$ cat src/rtl/vlsu_vrf_wr_arbiter_if.sv
// rtl/vlsu_vrf_wr_arbiter_if.sv - requester and VRF-side bundle for the per-lane write-port arbiter
interface vlsu_vrf_wr_arbiter_if #(
    parameter int unsigned NrExits   = 4,
    parameter int unsigned NrReq     = 2,
    parameter type         tx_lane_t = logic
);
    // Requester side, one beat per requester per lane
    logic [NrReq-1:0][NrExits-1:0] reqs_valid_i;
    logic [NrReq-1:0][NrExits-1:0] reqs_ready_o;
    tx_lane_t                      reqs_i [NrReq][NrExits];

    // VRF side, one registered slot per lane
    logic [NrExits-1:0]            vrf_valid_o;
    logic [NrExits-1:0]            vrf_ready_i;
    tx_lane_t                      vrf_o [NrExits];

    logic                          idle_o;

    // Environment view: drives requests and the VRF ready
    modport master (
        output reqs_valid_i,
        output reqs_i,
        output vrf_ready_i,
        input  reqs_ready_o,
        input  vrf_valid_o,
        input  vrf_o,
        input  idle_o
    );

    // Arbiter view
    modport slave (
        input  reqs_valid_i,
        input  reqs_i,
        input  vrf_ready_i,
        output reqs_ready_o,
        output vrf_valid_o,
        output vrf_o,
        output idle_o
    );
endinterface

$ cat src/rtl/vlsu_vrf_wr_arbiter.sv
// rtl/vlsu_vrf_wr_arbiter.sv - per-lane round-robin VRF write-port arbiter with burst stickiness
module vlsu_vrf_wr_arbiter #(
    parameter int unsigned NrExits   = 4,
    parameter int unsigned NrReq     = 2,
    parameter int unsigned MaxBurst  = 4,
    parameter type         tx_lane_t = logic
) (
    input  logic                    clk_i,
    input  logic                    rst_ni,
    vlsu_vrf_wr_arbiter_if.slave    bus
);

    localparam int unsigned GntW = (NrReq > 1) ? $clog2(NrReq) : 1;
    localparam int unsigned CntW = $clog2(MaxBurst + 1);

    logic [NrExits-1:0] out_valid_vec;

    for (genvar l = 0; l < NrExits; l++) begin : g_lane
        logic              out_valid_q;
        tx_lane_t          out_data_q;
        logic [GntW-1:0]   last_gnt_q;
        logic [CntW-1:0]   burst_cnt_q;

        logic [NrReq-1:0]  valid_vec;
        logic              can_load;
        logic              any_v;
        logic              accept;
        logic [GntW-1:0]   winner;

        // Gather this lane's request valids into one vector
        always_comb begin
            valid_vec = '0;
            for (int r = 0; r < NrReq; r++) begin
                valid_vec[r] = bus.reqs_valid_i[r][l];
            end
        end

        assign can_load = !out_valid_q || bus.vrf_ready_i[l];
        assign any_v    = |valid_vec;
        assign accept   = can_load && any_v;

        // Pick the winner: stay with the last grantee while its burst window
        // is open, otherwise scan forward from last_gnt+1, wrapping onto
        // last_gnt itself as the final candidate
        always_comb begin
            logic            found;
            logic [GntW-1:0] cand;
            winner = last_gnt_q;
            found  = 1'b0;
            cand   = '0;
            if (valid_vec[last_gnt_q] && (burst_cnt_q < CntW'(MaxBurst))) begin
                winner = last_gnt_q;
            end else begin
                for (int k = 1; k <= NrReq; k++) begin
                    cand = GntW'((int'(last_gnt_q) + k) % NrReq);
                    if (!found && valid_vec[cand]) begin
                        winner = cand;
                        found  = 1'b1;
                    end
                end
            end
        end

        for (genvar r = 0; r < NrReq; r++) begin : g_rdy
            assign bus.reqs_ready_o[r][l] = accept && (winner == GntW'(r));
        end

        assign bus.vrf_valid_o[l] = out_valid_q;
        assign bus.vrf_o[l]       = out_data_q;
        assign out_valid_vec[l]   = out_valid_q;

        // Output slot and arbitration state; a stalled full slot freezes
        // everything, an idle cycle closes the current burst
        always_ff @(posedge clk_i or negedge rst_ni) begin
            if (!rst_ni) begin
                out_valid_q <= 1'b0;
                out_data_q  <= '0;
                last_gnt_q  <= '0;
                burst_cnt_q <= '0;
            end else if (accept) begin
                out_valid_q <= 1'b1;
                out_data_q  <= bus.reqs_i[winner][l];
                if (winner == last_gnt_q) begin
                    if (burst_cnt_q < CntW'(MaxBurst)) begin
                        burst_cnt_q <= burst_cnt_q + CntW'(1);
                    end
                end else begin
                    burst_cnt_q <= CntW'(1);
                    last_gnt_q  <= winner;
                end
            end else begin
                if (bus.vrf_ready_i[l]) begin
                    out_valid_q <= 1'b0;
                end
                if (!any_v) begin
                    burst_cnt_q <= '0;
                end
            end
        end
    end

    assign bus.idle_o = !(|out_valid_vec) && !(|bus.reqs_valid_i);

endmodule

$ cat src/flat_wrapper.sv
// flat-port wrapper written by rule: the top's interface ports become plain ports
module vlsu_vrf_wr_arbiter_flat 
#(
    parameter int unsigned NrExits   = 4,
    parameter int unsigned NrReq     = 2,
    parameter int unsigned MaxBurst  = 4,
    parameter type         tx_lane_t = logic
)
  (clk_i, rst_ni, bus_reqs_valid_i, bus_reqs_i, bus_vrf_ready_i, bus_reqs_ready_o, bus_vrf_valid_o, bus_vrf_o, bus_idle_o);
  vlsu_vrf_wr_arbiter_if #(.NrExits(NrExits), .NrReq(NrReq), .tx_lane_t(tx_lane_t)) bus_i ();
  input  logic clk_i;
  input  logic rst_ni;
  input wire logic [$bits(bus_i.reqs_valid_i)-1:0] bus_reqs_valid_i;
  input wire logic [$bits(bus_i.reqs_i)-1:0] bus_reqs_i;
  input wire logic [$bits(bus_i.vrf_ready_i)-1:0] bus_vrf_ready_i;
  output wire logic [$bits(bus_i.reqs_ready_o)-1:0] bus_reqs_ready_o;
  output wire logic [$bits(bus_i.vrf_valid_o)-1:0] bus_vrf_valid_o;
  output wire logic [$bits(bus_i.vrf_o)-1:0] bus_vrf_o;
  output wire logic [$bits(bus_i.idle_o)-1:0] bus_idle_o;
  assign bus_i.reqs_valid_i = bus_reqs_valid_i;
  assign bus_i.reqs_i = {>>{bus_reqs_i}};
  assign bus_i.vrf_ready_i = bus_vrf_ready_i;
  assign bus_reqs_ready_o = bus_i.reqs_ready_o;
  assign bus_vrf_valid_o = bus_i.vrf_valid_o;
  assign bus_vrf_o = {>>{bus_i.vrf_o}};
  assign bus_idle_o = bus_i.idle_o;
  vlsu_vrf_wr_arbiter #(.NrExits(NrExits), .NrReq(NrReq), .MaxBurst(MaxBurst), .tx_lane_t(tx_lane_t)) u_core (.clk_i(clk_i), .rst_ni(rst_ni), .bus(bus_i));
endmodule
$ cat config.mk
export PLATFORM = sky130hd
export DESIGN_NAME = vlsu_vrf_wr_arbiter_flat
export DESIGN_NICKNAME = d
export VERILOG_FILES = /design/src/rtl/vlsu_vrf_wr_arbiter_if.sv /design/src/rtl/vlsu_vrf_wr_arbiter.sv /design/src/flat_wrapper.sv
export SDC_FILE = /design/constraint.sdc
export NUM_CORES = 1
export LEC_CHECK = 0
export CORE_ASPECT_RATIO = 1.5
export CORE_MARGIN = 2
export CORE_UTILIZATION = 50
export CTS_BUF_LIST = sky130_fd_sc_hd__clkbuf_8
export CTS_CLUSTER_SIZE = 16
export DETAILED_ROUTE_END_ITERATION = 12
export GPL_ROUTABILITY_DRIVEN = 1
export HOLD_SLACK_MARGIN = 0.06
export MAX_ROUTING_LAYER = met4
export PLACE_DENSITY_LB_ADDON = 0.25
export SYNTH_ARGS = -nofsm -noshare
export SYNTH_HDL_FRONTEND = slang
export SYNTH_SLANG_ARGS = --single-unit
$ cat constraint.sdc
create_clock -name clk_i -period 3.8 [get_ports clk_i]
set_input_delay 0.76 -clock clk_i [delete_from_list [all_inputs] [get_ports clk_i]]
set_output_delay 0.76 -clock clk_i [all_outputs]
set_load 0.02 [all_outputs]
==> results of run 1 <==
## worst paths after layout
kind                                             startpoint                              end  slack (ns)  depth (start not counted)
worst min-delay path            u_core.g_lane[3].out_data_q      u_core.g_lane[3].out_data_q        0.49                          2
min in group asynchronous                            rst_ni  u_core.g_lane[2].burst_cnt_q[2]        0.85                          2
worst max register to register  u_core.g_lane[3].last_gnt_q  u_core.g_lane[3].burst_cnt_q[1]        2.35                          4
worst min register to register  u_core.g_lane[3].out_data_q      u_core.g_lane[3].out_data_q        0.49                          2
max in group asynchronous                            rst_ni  u_core.g_lane[3].burst_cnt_q[1]        2.71                          2
worst max-delay path                    bus_reqs_valid_i[3]              bus_reqs_ready_o[3]        0.42                          5
## synth_stat cells, types with 3 or more instances
library cell and n:
a21oi_1 18, mux2i_1 5, nand2_1 16, a22o_1 4, nor2_1 16, nor2b_1 5
ha_1 4, dfrtp_1 24, o21a_1 4, nand4_1 4, o21ai_0 9, inv_2 3
nor3b_1 4, nor3_1 8, or3_1 3, a211oi_1 3, buf_2 14, a311oi_1 3
inv_1 4, a31oi_1 4, o22ai_1 8, o21ai_1 4, buf_4 8, nand2b_1 8
## sequential cells by signal (all words and copies together), names as in the netlist
name                       count
u_core.g_lane.burst_cnt_q     12
u_core.g_lane.last_gnt_q       4
u_core.g_lane.out_data_q       4
u_core.g_lane.out_valid_q      4
## cell families (layout without fill, tap and decap cells)
group           Yosys count  in the layout
simple gates             77             77
buf+inv                  33             53
compound gates           71             71
mux                       9              9
flops                    24             24
fa+ha+maj                 4              4
xor+xnor                  4              4
## layout make-up
| type | instances | area (um2) |
|---|---|---|
| inverters | 7 | 26.3 |
| multi-input cells | 165 | 1070 |
| flip-flops and latches | 24 | 601 |
| clock buffers | 3 | 41.3 |
| well taps | 43 | 53.8 |
| clock inverters | 1 | 30.0 |
| repair buffers | 42 | 410 |
| fillers | 333 | 1390 |
## metrics by stage
| step | cell area [um2] | cells |
|---|---|---|
| after floorplan | 1850 | 222 |
| final | 2230 | 285 |
| after global routing | 2230 | 285 |
| after global placement | 2160 | 281 |
| after detailed placement | 2160 | 281 |
| after CTS | 2230 | 285 |
## power groups by stage
stage	Combinational [mW]	Sequential, mW	Clock (mW)
floorplan	0.298	0.339	0
detailed placement	0.341	0.383	0
CTS	0.343	0.378	0.229
global route	0.382	0.392	0.237
global placement	0.336	0.382	0
finish	0.339	0.379	0.223
## metal layers
layer	vias to the layer above	global-route usage [%]	wire (um)
met2	28	33.7	1910
met5	-	-	0
met1	792	24.5	1660
met4	0	6.92	78
met3	8	2.28	107
li1	838	-	-
## worst register-to-register path: stages, from the launching register on
cell	delay, ns
dfrtp_1	0.54
nor2b_1	0.29
a21oi_1	0.11
o22ai_1	0.23
mux2i_1	0.22
==> flow_metrics.py, run 1 <==
metrics = {
    "setup_path": {
        "critPathArrivalTime_ns": 2.62,
        "path_class": "in -> out",
        "required_ns": 3.04,
        "cpLargestDelayFamily": "buffers and inverters",
        "cp-start-kind": "input port",
        "crit_fanout": 12,
        "path_buf_inv": 2,
        "slowest_stage": "clkdlybuf4s50_1",
        "max_stage_delay_ns": 0.67,
        "end_kind": "primary output",
        "critical_path.cell_chain": "clkdlybuf4s50_1 -> nor2b_1 -> o2bb2ai_1 -> nor2b_1 -> clkdlybuf4s50_1",
    },
    "drt": {
        "postRouteWirelength_mm": 3.75,
        "drt_iter0_drc": 40,
        "via_per_inst": 5.85,
        "drt-pass1-iter-count": 4,
        "antenna_left": 0,
        "dr_total_vias": 1666,
        "avgRoutedWirePerCell_um": 13.2,
        "route.detailed.drc": 0,
    },
    "timing": {
        "finalSetupViolations": 0,
        "fin_crit_ns": 3.38,
        "worstMarginPinSlew_ns": 0.398,
        "drv_slew": 0,
        "rsz0062_at_grt": "false",
        "fin_skew_ns": 0.00593,
        "relSlewSlack_pct": 73.2,
        "finalSetupTns_ns": 0,
        "fmax_mhz": 296,
        "finalCritPeriodShare_pct": 88.9,
        "timing.final.ws_setup_ns": 0.420,
        "finalHoldViolations": 0,
        "whs_ns": 0.491,
    },
    "clocking": {
        "cts_setup_buffers": 0,
        "cts_sinks": 24,
        "clock_latency_ns": 0.26,
        "cts_max_path_buffers": 2,
        "hold_buffers": 0,
        "cts_resized": 0,
        "cts_buffers": 3,
        "path_clk_slew_ns": 0.08,
        "htreeDepth": 1,
        "cts_tree": "yes",
        "ctsRootBufferMaster": "clkbuf_8",
    },
    "hold_path": {
        "holdCritPathClass": "reg -> reg",
    },
    "synth": {
        "ys_warn_count": 0,
        "yosysSeqAreaShare_pct": 32.4,
        "synth.cell_area_um2": 1850,
        "synth_cells": 222,
        "synth_ff_type": "dfrtp_1",
        "ys_top_cells_by_area": "dfrtp_1 32%, a21oi_1 4.9%, buf_2 3.8%",
        "synth-xor-area-share_pct": 1.89,
        "synth-edff-count": 0,
        "avgSynthCellArea_um2": 8.35,
        "synth_area_leader_cell": "dfrtp_1",
        "muxShareOfSynthArea_pct": 5.13,
        "synthAdderAreaFrac_pct": 2.70,
        "synth_top_area_share_pct": 32.4,
        "synth-seq-cells": 24,
        "synth_top_family_by_area": "compound AO/OA/AOI/OAI gates",
        "ys_async_sr_fraction_pct": 100,
        "synth_cell_types": 49,
        "synth_compound_area_share_pct": 25.7,
        "yosys.area_share.simple_pct": 22.1,
        "syn_nets": 248,
    },
    "power_and_ir_drop": {
        "p_leak_nw": 0.879,
        "combPwrFrac_pct": 36.0,
        "vdd_drop_max_mv": 0.324,
        "p_int_mw": 0.621,
        "p_clk_share_pct": 23.7,
        "powerDensity_nw_per_um2": 422,
        "total_power_mw": 0.940,
        "p_sw_mw": 0.319,
        "netSwitchingFraction_pct": 33.9,
        "pwr-share-seq_pct": 40.3,
    },
    "cells_and_area": {
        "insertedDiodeCount": 0,
        "nets": 269,
        "final_util_pct": 61.6,
        "final_common_cell": "clkdlybuf4s50_1",
        "drive_gt1_share_pct": 7.44,
        "syn_to_final_growth_pct": 20.3,
        "final_cell_mix": "38 x clkdlybuf4s50_1, 24 x dfrtp_1, 18 x a21oi_1",
    },
    "placement": {
        "place_ws_ns": 0.423,
        "gp_congestion": 0.834,
        "hpwl_mm": 2.82,
        "numPortBuffers": 38,
    },
    "run_status": {
        "status": "complete, no violations",
    },
    "die": {
        "dieArea_um2": 4220,
        "initial_utilization_pct": 51.3,
        "num_rows": 27,
        "die_h_um": 78.6,
        "die_w_um": 53.7,
        "ios": 39,
        "design.core.area_um2": 3610,
    },
    "grt": {
        "grt.overflow.total": 0,
        "antenna_found_initial": 0,
        "grt_max_degree": 25,
        "grt_pass1_wl_mm": 6.46,
        "track_usage_pct": 20.2,
        "grt_pass1_vias": 1524,
    },
    "run": {
        "cap_viol_max_count": 0,
    },
}
Note: power is estimated with default switching activity, not from simulation.
==> run 2: changes to the inputs <==
--- a/config.mk
+++ b/config.mk
@@ -8,7 +8,7 @@
 export CORE_ASPECT_RATIO = 1.5
 export CORE_MARGIN = 2
 export CORE_UTILIZATION = 50
-export CTS_BUF_LIST = sky130_fd_sc_hd__clkbuf_8
+export CTS_BUF_LIST = sky130_fd_sc_hd__clkbuf_4
 export CTS_CLUSTER_SIZE = 16
 export DETAILED_ROUTE_END_ITERATION = 12
 export GPL_ROUTABILITY_DRIVEN = 1
==> constraint.sdc (replaced) <==
create_clock -name clk_i -period 3.7 [get_ports clk_i]
set_input_delay 0.74 -clock clk_i [delete_from_list [all_inputs] [get_ports clk_i]]
set_output_delay 0.74 -clock clk_i [all_outputs]
set_load 0.02 [all_outputs]
==> run 2 against run 1 <==
Combinational power up 3%. Non-clock buffer count increased by 2. First-iteration DRC count fell by 15%. Clock-buffer cell count is the same. Register-to-register slack got worse by 0.05 ns. Largest cell class unchanged. Sequential cell count is the same. Hold slack better by 0.012 ns. Sequential power rose by 2%. Via count grew 0.30%. Critical endpoint unchanged. Clock power fell by 49%.
==> flow_metrics.py, run 2 (synthesis results as in run 1) <==
metrics = {
    "drt": {
        "dr_total_vias": 1671,
        "drt-pass1-iter-count": 4,
        "drt_iter0_drc": 34,
        "route.detailed.drc": 0,
        "avgRoutedWirePerCell_um": 13.1,
        "via_per_inst": 5.84,
        "postRouteWirelength_mm": 3.75,
        "antenna_left": 0,
    },
    "timing": {
        "fmax_mhz": 299,
        "finalSetupViolations": 0,
        "fin_crit_ns": 3.35,
        "finalHoldViolations": 0,
        "finalCritPeriodShare_pct": 90.4,
        "whs_ns": 0.503,
        "worstMarginPinSlew_ns": 0.390,
        "fin_skew_ns": 0.000616,
        "relSlewSlack_pct": 73.8,
        "rsz0062_at_grt": "false",
        "drv_slew": 0,
        "finalSetupTns_ns": 0,
    },
    "clocking": {
        "cts_sinks": 24,
        "clock_latency_ns": 0.30,
        "hold_buffers": 0,
        "cts_max_path_buffers": 2,
        "path_clk_slew_ns": 0.13,
        "htreeDepth": 1,
        "cts_setup_buffers": 0,
        "ctsRootBufferMaster": "clkbuf_4",
        "cts_tree": "yes",
        "cts_buffers": 3,
        "cts_resized": 0,
    },
    "cells_and_area": {
        "syn_to_final_growth_pct": 18.4,
        "regMostFlops": "u_core.g_lane.burst_cnt_q",
        "drive_gt1_share_pct": 7.82,
        "nets": 271,
        "regArea_um2": 601,
        "multi_input_area_um2": 1070,
        "insertedDiodeCount": 0,
        "fillers": 339,
        "final_common_cell": "clkdlybuf4s50_1",
        "final_cell_mix": "38 x clkdlybuf4s50_1, 24 x dfrtp_1, 18 x a21oi_1",
        "largest_reg_flops": 12,
    },
    "power_and_ir_drop": {
        "vdd_drop_max_mv": 0.254,
        "p_leak_nw": 0.867,
        "powerDensity_nw_per_um2": 387,
    },
    "grt": {
        "grt_use_met1_pct": 24.1,
        "grtUsageMet3_pct": 1.90,
        "grt_use_met2_pct": 32.4,
        "grt_pass1_vias": 1492,
        "grt-busiest-layer": "met2",
        "grt_pass1_wl_mm": 6.29,
        "track_usage_pct": 19.7,
        "grt.overflow.total": 0,
        "grt_max_degree": 25,
        "antenna_found_initial": 0,
    },
    "placement": {
        "hpwl_mm": 2.84,
        "numPortBuffers": 38,
        "gp_congestion": 0.847,
    },
    "setup_path": {
        "path_class": "in -> out",
        "critPathArrivalTime_ns": 2.61,
        "regToRegStartpoint": "u_core.g_lane[2].burst_cnt_q[2]",
        "required_ns": 2.96,
        "crit_fanout": 12,
        "cp-start-kind": "input port",
        "startpoint": "bus_reqs_valid_i[3]",
        "end_kind": "primary output",
    },
    "die": {
        "die_h_um": 78.6,
        "dieArea_um2": 4220,
        "die_w_um": 53.7,
        "num_rows": 27,
        "initial_utilization_pct": 51.3,
        "design.core.area_um2": 3610,
        "ios": 39,
    },
    "hold_path": {
        "hp-start": "u_core.g_lane[3].out_data_q",
        "holdCritPathClass": "reg -> reg",
    },
    "run_status": {
        "status": "complete, no violations",
    },
    "run": {
        "cap_viol_max_count": 0,
    },
}
==> run 2: worst paths after layout <==
kind,to,slack [ns],cells after the start
worst max register to register,u_core.g_lane[2].burst_cnt_q[0],2.30,4
min in group asynchronous,u_core.g_lane[3].burst_cnt_q[0],0.78,2
worst min register to register,u_core.g_lane[3].out_data_q,0.50,2
worst min-delay path,u_core.g_lane[3].out_data_q,0.50,2
max in group asynchronous,u_core.g_lane[2].burst_cnt_q[2],2.67,2
worst max-delay path,bus_reqs_ready_o[3],0.35,5
==> run 2: worst max-delay path, cell delays in order <==
cell	delay, ns
clkdlybuf4s50_1	0.68
nor2b_1	0.14
o2bb2ai_1	0.27
nor2b_1	0.17
clkdlybuf4s50_1	0.61
==> run 2: where the power goes <==
group / switching (mW) / internal (mW) / total, mW / leakage, nW
Clock: 0.0753 / 0.0380 / 0.113 / 0.0138
Combinational: 0.166 / 0.183 / 0.350 / 0.563
Sequential: 0.0753 / 0.312 / 0.387 / 0.290
Total: 0.317 / 0.533 / 0.850 / 0.867
==> run 2: area by class of cell <==
cell class / instances / area share, %
Inverter: 7 / 1.20
Multi-Input combinational cell: 165 / 48.6
Sequential cell: 24 / 27.4
Tap cell: 43 / 2.45
Timing Repair Buffer: 44 / 19.4
Clock buffer: 3 / 1.03
==> run 2: layer usage <==
| layer | wire length [um] | share of wire (%) | vias up |
|---|---|---|---|
| li1 | - | - | 840 |
| met5 | 0 | 0 | - |
| met3 | 86 | 2.3 | 2 |
| met2 | 1930 | 52 | 23 |
| met4 | 29 | 0.77 | 0 |
| met1 | 1700 | 45 | 806 |
==> run 2: stage by stage <==
stage               util (%)  setup slack (ns)  instances  power, mW  area (um2)
finish                  60.7             0.354        286      0.850        2190
global route            60.7             0.201        286      0.921        2190
CTS                     60.7             0.356        286      0.861        2190
detailed placement      60.1             0.363        283      0.745        2170
global placement        60.1             0.384        283      0.739        2170
floorplan                  -              1.37        222      0.655        1850
